--- src/rtl/mem_arbiter_rr.sv ---
`default_nettype none
// ============================================================================
// Module      : mem_arbiter_rr
// Description : Round-robin arbiter sharing one single-port synchronous RAM
//               between NCORES cores, with tagged 2-stage read return.
//               Optional burst cap enabled by MEMARB_BURST_LIMIT_EN.
// Revision    : 1.0
// ============================================================================
module mem_arbiter_rr #(
    parameter int NCORES    = 3,
    parameter int AW        = 8,
    parameter int DW        = 8,
    parameter int MAX_BURST = 16
) (
    input  logic                 clk,
    input  logic                 rst,
    input  logic [NCORES-1:0]    rden,
    input  logic [NCORES-1:0]    wren,
    input  logic [NCORES*AW-1:0] Address,
    input  logic [NCORES*DW-1:0] Din,
    input  logic [DW-1:0]        RAMq,
    output logic [NCORES-1:0]    acq,
    output logic [NCORES-1:0]    rvalid,
    output logic [NCORES*DW-1:0] Dq,
    output logic [AW-1:0]        RAMAddress,
    output logic [DW-1:0]        RAMDin,
    output logic                 RAMwren
);

    localparam int                c_IDX_W    = $clog2(NCORES);
    localparam logic [c_IDX_W-1:0] c_LAST_RST = c_IDX_W'(NCORES - 1);
    localparam logic [NCORES-1:0]  c_ONE      = NCORES'(1);

    typedef enum logic [0:0] {
        ST_IDLE = 1'b0,
        ST_OWN  = 1'b1
    } state_t;

    state_t               r_state;
    logic [c_IDX_W-1:0]   r_last;
    logic                 r_t1_valid;
    logic [c_IDX_W-1:0]   r_t1_idx;
    logic                 r_t2_valid;
    logic [c_IDX_W-1:0]   r_t2_idx;

    logic [NCORES-1:0]    w_req;
    logic                 w_rr_found;
    logic [c_IDX_W-1:0]   w_rr_idx;
    logic                 w_expired;
    logic                 w_keep;
    logic                 w_grant;
    logic [c_IDX_W-1:0]   w_win;

    assign w_req = rden | wren;

    // Descending scan so the nearest requester after r_last is assigned last and wins.
    always_comb begin
        w_rr_found = 1'b0;
        w_rr_idx   = r_last;
        for (int off = NCORES; off >= 1; off--) begin
            if (w_req[(int'(r_last) + off) % NCORES]) begin
                w_rr_found = 1'b1;
                w_rr_idx   = c_IDX_W'((int'(r_last) + off) % NCORES);
            end
        end
    end

`ifdef MEMARB_BURST_LIMIT_EN
    localparam int c_CNT_W = $clog2(MAX_BURST + 1);

    logic [c_CNT_W-1:0] r_burst_cnt;
    logic               w_others;

    assign w_others  = |(w_req & ~(c_ONE << r_last));
    assign w_expired = (r_burst_cnt >= c_CNT_W'(MAX_BURST)) && w_others;

    // Counts cycles of the current ownership; restarts on every new grant.
    always_ff @(posedge clk) begin
        if (rst) begin
            r_burst_cnt <= '0;
        end else if (w_grant) begin
            if (w_keep) begin
                if (r_burst_cnt < c_CNT_W'(MAX_BURST)) begin
                    r_burst_cnt <= r_burst_cnt + c_CNT_W'(1);
                end
            end else begin
                r_burst_cnt <= c_CNT_W'(1);
            end
        end else begin
            r_burst_cnt <= '0;
        end
    end
`else
    assign w_expired = 1'b0;
`endif

    assign w_keep  = (r_state == ST_OWN) && w_req[r_last] && !w_expired;
    assign w_grant = w_keep || w_rr_found;
    assign w_win   = w_keep ? r_last : w_rr_idx;

    always_ff @(posedge clk) begin
        if (rst) begin
            r_state    <= ST_IDLE;
            r_last     <= c_LAST_RST;
            acq        <= '0;
            RAMAddress <= '0;
            RAMDin     <= '0;
            RAMwren    <= 1'b0;
            r_t1_valid <= 1'b0;
            r_t1_idx   <= '0;
            r_t2_valid <= 1'b0;
            r_t2_idx   <= '0;
            rvalid     <= '0;
            Dq         <= '0;
        end else begin
            if (w_grant) begin
                r_state    <= ST_OWN;
                r_last     <= w_win;
                acq        <= c_ONE << w_win;
                RAMAddress <= Address[int'(w_win)*AW +: AW];
                RAMDin     <= Din[int'(w_win)*DW +: DW];
                RAMwren    <= wren[w_win];
                // A simultaneous write suppresses the read.
                r_t1_valid <= rden[w_win] & ~wren[w_win];
                r_t1_idx   <= w_win;
            end else begin
                r_state    <= ST_IDLE;
                acq        <= '0;
                RAMwren    <= 1'b0;
                r_t1_valid <= 1'b0;
            end

            r_t2_valid <= r_t1_valid;
            r_t2_idx   <= r_t1_idx;

            rvalid <= '0;
            if (r_t2_valid) begin
                rvalid[r_t2_idx]             <= 1'b1;
                Dq[int'(r_t2_idx)*DW +: DW] <= RAMq;
            end
        end
    end

endmodule
`default_nettype wire

--- config.mk ---
export PLATFORM = sky130hd
export DESIGN_NAME = mem_arbiter_rr
export DESIGN_NICKNAME = d
export VERILOG_FILES = /design/src/rtl/mem_arbiter_rr.sv
export SDC_FILE = /design/constraint.sdc
export NUM_CORES = 1
export LEC_CHECK = 0
export BUFFER_PORTS_ARGS = -buffer_cell sky130_fd_sc_hd__buf_2
export CAP_MARGIN = 20
export CORE_MARGIN = 1.5
export CORE_UTILIZATION = 39
export DETAILED_ROUTE_END_ITERATION = 10
export MAX_ROUTING_LAYER = met4
export PLACE_DENSITY = 0.66
export SKIP_CTS_REPAIR_TIMING = 1
export SLEW_MARGIN = 20
export SYNTH_ARGS = -nofsm -noshare
export SYNTH_HDL_FRONTEND = slang
export SYNTH_SLANG_ARGS = --single-unit
--- constraint.sdc ---
create_clock -name clk -period 7.7 [get_ports clk]
set_input_delay 1.155 -clock clk [delete_from_list [all_inputs] [get_ports clk]]
set_output_delay 1.155 -clock clk [all_outputs]
set_load 0.005 [all_outputs]
* Word-level counts from Yosys, hierarchy flattened
Cells that the tools add are included.
Word-level totals: register bits 56, input port bits 64, output and inout port bits 47, logic and storage cells 67
Operators by class: $add $sub $neg 4, div/mod/pow operators 3, $lt $le $gt $ge 7, shifts and indexed selects 5, multiplexer cells 26, bitwise operators 5, reduce and logical (&&, ||, !) cells 5
Operators with widths (count):
- $lt A32 B4 Y1 const B | 3
- $mod A32 B3 Y32 const B | 3
- $shiftx A24 B6 Y8 | 2
- $neg A5 Y33 | 1
- $shift A8 B33 Y24 const A | 1
- $shiftx A8 B33 Y24 | 1
- $bwmux W24 | 1
- $mux W1 | 14
- $bmux W1 S2 | 6
- $lt A2 B3 Y1 const B | 3
- $mux W2 | 4
- $add A2 B2 Y3 const B | 2
- $reduce_or A2 Y1 | 2
- $add A2 B1 Y3 const B | 1
- $not A1 Y1 | 3
- $or A3 B3 Y3 | 1
- $shl A1 B2 Y3 const A | 1
- $demux W1 S2 | 1
- $ge A2 B1 Y1 const B | 1
- $logic_and A1 B1 Y1 | 2
- $and A1 B1 Y1 | 1
- $logic_or A1 B1 Y1 | 1

* Longest topological paths before layout
depth after elaboration 13, gate-level depth with buffers 12, depth with buffers taken out 8

* Worst setup path after synthesis
Ideal clock, no wire load.
path kind input to register, start point input rden[0], end point register RAMAddress[0], setup time 122 ps, arrival time 2957 ps, required time 7578 ps, setup slack 4621 ps, cell stages on the path 7, path buffers 1, cell sequence nor3_2 > o32ai_2 > o311a_4 > o21ai_4 > buf_8 > mux2_4 > a221o_1
Between the ends: longest elaborated chain between the ends 9, elaborated cells between the ends (all ways) 22, classes of those cells shift: 1; mux: 18; bitwise: 1; reduce/logical: 2
RTL lines:
- from (decl) | RTL line 17 | input logic [NCORES-1:0] rden,
- $or A3 B3 Y3 (*) | RTL line 54 | assign w_req = rden | wren;
- $bmux W1 S2 | RTL line 61 | if (w_req[(int'(r_last) + off) % NCORES]) begin
- $mux W1 (not written as such) (2 in series) | RTL line 61
- $mux W2 (3 in series) | RTL line 61
- $mux W2 | RTL line 99 | assign w_win = w_keep ? r_last : w_rr_idx;
- $shiftx A24 B6 Y8 | RTL line 120 | RAMAddress <= Address[int'(w_win)*AW +: AW];
- to (signal assigned) | RTL line 120
- to (decl) | RTL line 25 | output logic [AW-1:0] RAMAddress,
Every way passes the cells marked *; elsewhere a longest branch is shown, timed or not. The select of a mux whose other input is x is not followed. A chain may end at the register's enable or synchronous reset.

* Worst setup path after layout
start point register r_last[1], end point register RAMAddress[5]
Between the ends: longest elaborated chain between the ends 10, elaborated cells between the ends (all ways) 27, classes of those cells add/sub: 3; div: 3; shift: 1; mux: 18; reduce/logical: 2
RTL lines:
- from (decl) | RTL line 40 | logic [c_IDX_W-1:0] r_last;
- from (signal assigned) | RTL line 104 | r_last <= c_LAST_RST;
- from (signal assigned) | RTL line 118 | r_last <= w_win;
- $add A2 B2 Y3 | RTL line 61, 63
- $mod A32 B3 Y32 | RTL line 61, 63
- $bmux W1 S2 | RTL line 61
- $mux W1 (not written as such) (2 in series) | RTL line 61
- $mux W2 (3 in series) | RTL line 61
- $mux W2 | RTL line 99
- $shiftx A24 B6 Y8 | RTL line 120
Several ways; a longest one is shown, not always the timed one. The select of a mux whose other input is x is not followed.

==> flow_summary.toml <==
[clock_network]
root_buffer = "sky130_fd_sc_hd__clkbuf_8"
cts_sinks = 55
cts_buffer_depth = 2
cts_tree = "built"
clk_pin_slew_worst_paths_ns = 0.10
later_pin_clock_latency_in_the_skew_report_ns = 0.30
cts-buffers-inserted = 5
clock_tree.htree_level_count = 2

[cells_and_area]
layout-drive-gt1-share_pct = 37.6
areaGrowthSynthToFinish_pct = 24.9
layout.core_utilization_pct = 51.2
diodes = 0
nNetsFinal = 474

[routing]
detailroute.via_count = 2669
drt-total-wl_um = 7470
drt_iter0_markers = 110
firstDrtPassIters = 4
detail-route-antenna-nets = 0
avgViaCountPerCell = 5.36
routedWlPerCell_um = 15.0
drc = 0

[synthesis]
yosysUniqueCellTypes = 51
postSynthNetCount = 372
ys_top_cells_by_count = "sky130_fd_sc_hd__dfxtp_1, sky130_fd_sc_hd__nor2_1, sky130_fd_sc_hd__a22oi_1, sky130_fd_sc_hd__a21oi_1, sky130_fd_sc_hd__nand3_1"
synth_flop_cell = "sky130_fd_sc_hd__dfxtp_1"
yosys.cell_count.top_type = "sky130_fd_sc_hd__dfxtp_1"
avgSynthCellArea_um2 = 9.47
yosysWarningCount = 0
ys_ff_latch = 55
synth_area_leaders = "sky130_fd_sc_hd__dfxtp_1, sky130_fd_sc_hd__a22oi_1, sky130_fd_sc_hd__a221o_1, sky130_fd_sc_hd__nor2_1, sky130_fd_sc_hd__ha_1"
synth.largest_area_cell = "sky130_fd_sc_hd__dfxtp_1"
syn_area_um2 = 2830
synth-edff-count = 0
post_synth_inst_count = 299
seq_area_frac_synth_pct = 38.9
yosys.area.top_type_share_pct = 38.9
post_synth_arst_share_pct = 0

[power_and_ir_drop]
power_uw = 1040
power_density_nw_per_um2 = 294
power.leakage_uw = 0.00155
power.internal_uw = 669
netSwitchingPower_uw = 371
peak_supply_drop_mv = 0.113
power.sequential.fraction_pct = 36.7
swShare_pct = 35.7
clock_share_of_power_pct = 21.1
comb_power_share_pct = 42.2

[global_route]
met2_track_demand_over_resource_pct = 32.2
grt.met3_usage_pct = 2.73
busiest_layer = "met2"
grt_usage_pct = 19.8
grt_pass1_vias = 2526
grt_remaining_overflow = 0
antenna_found_initial = 0
grt.met1_usage_pct = 25.4
grt_pass1_wl_um = 11900
pin_count_of_the_biggest_net_entering_global_routing = 50

[timing]
setup_total_negative_slack_ns = 0
drv_slew = 0
final.period_utilization_pct = 48.0
period_minus_slack_ns = 3.69
report.final.setup_viol = 0
hold_viol_final = 0
grt_setup_unrepaired = "no"
worst-slew-pin-transition_ns = 0.956
timing.max_slew.rel_slack_pct = 36.3
fin_worst_skew_ns = 0.0137
max_clock_freq_mhz = 271

[worst_setup_path]
arrival_ns = 3.94
critical_path.cell_chain = "ha_1, or3_1, and3_1, a2111oi_4, a221o_1"
timing.critical_path.slowest_stage_cell = "sky130_fd_sc_hd__a2111oi_4"
setup.worst_path.end_class = "flip-flop"
worst_ep_required_ns = 7.95
delay_of_the_slowest_critical_path_stage_ns = 1.00
critical_path.n_buffers_inverters = 0
startpoint_type = "flip-flop"
timing_worst_setup_path_type = "reg2reg"
critical-path-top-delay-family = "compound AO/OA/AOI/OAI gates"
crit_fanout = 24

[place]
globalplace.congestion = 0.946
numPortBuffers = 110
detailed_place_hpwl_um = 5450

[run]
max_cap_viol_count = 0

[run_status]
run_status = "finished clean"

[floorplanning]
initial_utilization_pct = 41.0
die_w_um = 88.2
placeable_core_region_um2 = 6910
design.die.area_um2 = 7780
i_o_pins = 111
rows = 30
fp.dieH_um = 88.2

[hold_path]
min_path_type = "reg2reg"
## metrics by stage
stage          instances  instance area (um2)  hold WS (ns)  setup WS, ns
3_5_place_dp         490                 3400         0.431          3.96
6_report             498                 3540         0.464          4.01
3_3_place_gp         490                 3400         0.435          4.05
5_1_grt              498                 3540         0.492          3.69
2_1_floorplan        299                 2830         0.414          4.62
4_1_cts              498                 3540         0.465          4.00
## state kept, by name, summed over array words and instances (netlist names)
name / flops
Dq: 24
RAMAddress: 8
RAMDin: 8
RAMwren: 1
acq: 3
r_last: 2
r_state: 1
r_t1_idx: 1
r_t1_valid: 1
r_t2_idx: 2
r_t2_valid: 1
rvalid: 3
## routing by layer
layer | part of all wire (%) | wire length (um)
met2 | 50 | 3720
met3 | 4.2 | 313
met5 | 0 | 0
met4 | 0.96 | 72
met1 | 45 | 3370
## logic make-up after synthesis
kind of cell	after synthesis	share of synthesized area, %
compound gates	82	23.8
buf+inv	26	5.30
flops	55	38.9
fa+ha+maj	9	3.98
simple gates	110	20.4
mux	17	7.64
## final timing paths
| kind | end | from | slack (ns) | cells past startpoint |
|---|---|---|---|---|
| hold / removal | r_t2_valid | r_t1_valid | 0.46 | 1 |
| hold reg to reg | r_t2_valid | r_t1_valid | 0.46 | 1 |
| setup reg to reg | RAMAddress[5] | r_last[1] | 4.01 | 5 |
| setup / recovery | RAMAddress[5] | r_last[1] | 4.01 | 5 |
## layout make-up
type	count	area, um2
Fill cell	693	3370
Multi-Input combinational cell	218	1580
Sequential cell	55	1100
Timing Repair Buffer	113	573
Tap cell	96	120
Clock buffer	6	72.6
Clock inverter	2	60.1
Inverter	8	30.0
## power by group through the flow
stage                     Clock (uW)  Combinational (uW)  Sequential [uW]
after floorplan                    0                 337              379
after global placement             0                 432              389
after detailed placement           0                 440              389
after CTS                        226                 441              382
after global routing             240                 483              390
final                            220                 439              381
## cells in the final DEF (no fill, tap or decap), drive strengths merged
cell type / Yosys / final
buf: 10 / 113
o21ai: 4 / 4
or2: 3 / 3
nand3: 18 / 18
nor3: 7 / 7
dfxtp: 55 / 55
nand2: 8 / 8
a21boi: 1 / 1
a2111oi: 1 / 1
a21oi: 21 / 21
o32ai: 3 / 3
o31a: 1 / 1
a22o: 1 / 1
nor4b: 1 / 1
and2: 5 / 5
ha: 9 / 9
nor4: 3 / 3
inv: 8 / 8
o311ai: 1 / 1
nor2: 34 / 34
a32oi: 1 / 1
a211oi: 1 / 1
nand4: 16 / 16
bufinv: 0 / 2
o311a: 1 / 1
a211o: 1 / 1
or3: 3 / 3
a221o: 16 / 16
a22oi: 24 / 24
nor2b: 4 / 4
nand2b: 3 / 3
mux2i: 1 / 1
a31oi: 4 / 4
and3: 2 / 2
o21ba: 1 / 1
mux2: 16 / 16
clkbuf: 8 / 6
nor3b: 3 / 3
Note: power is estimated with default switching activity, not from simulation.
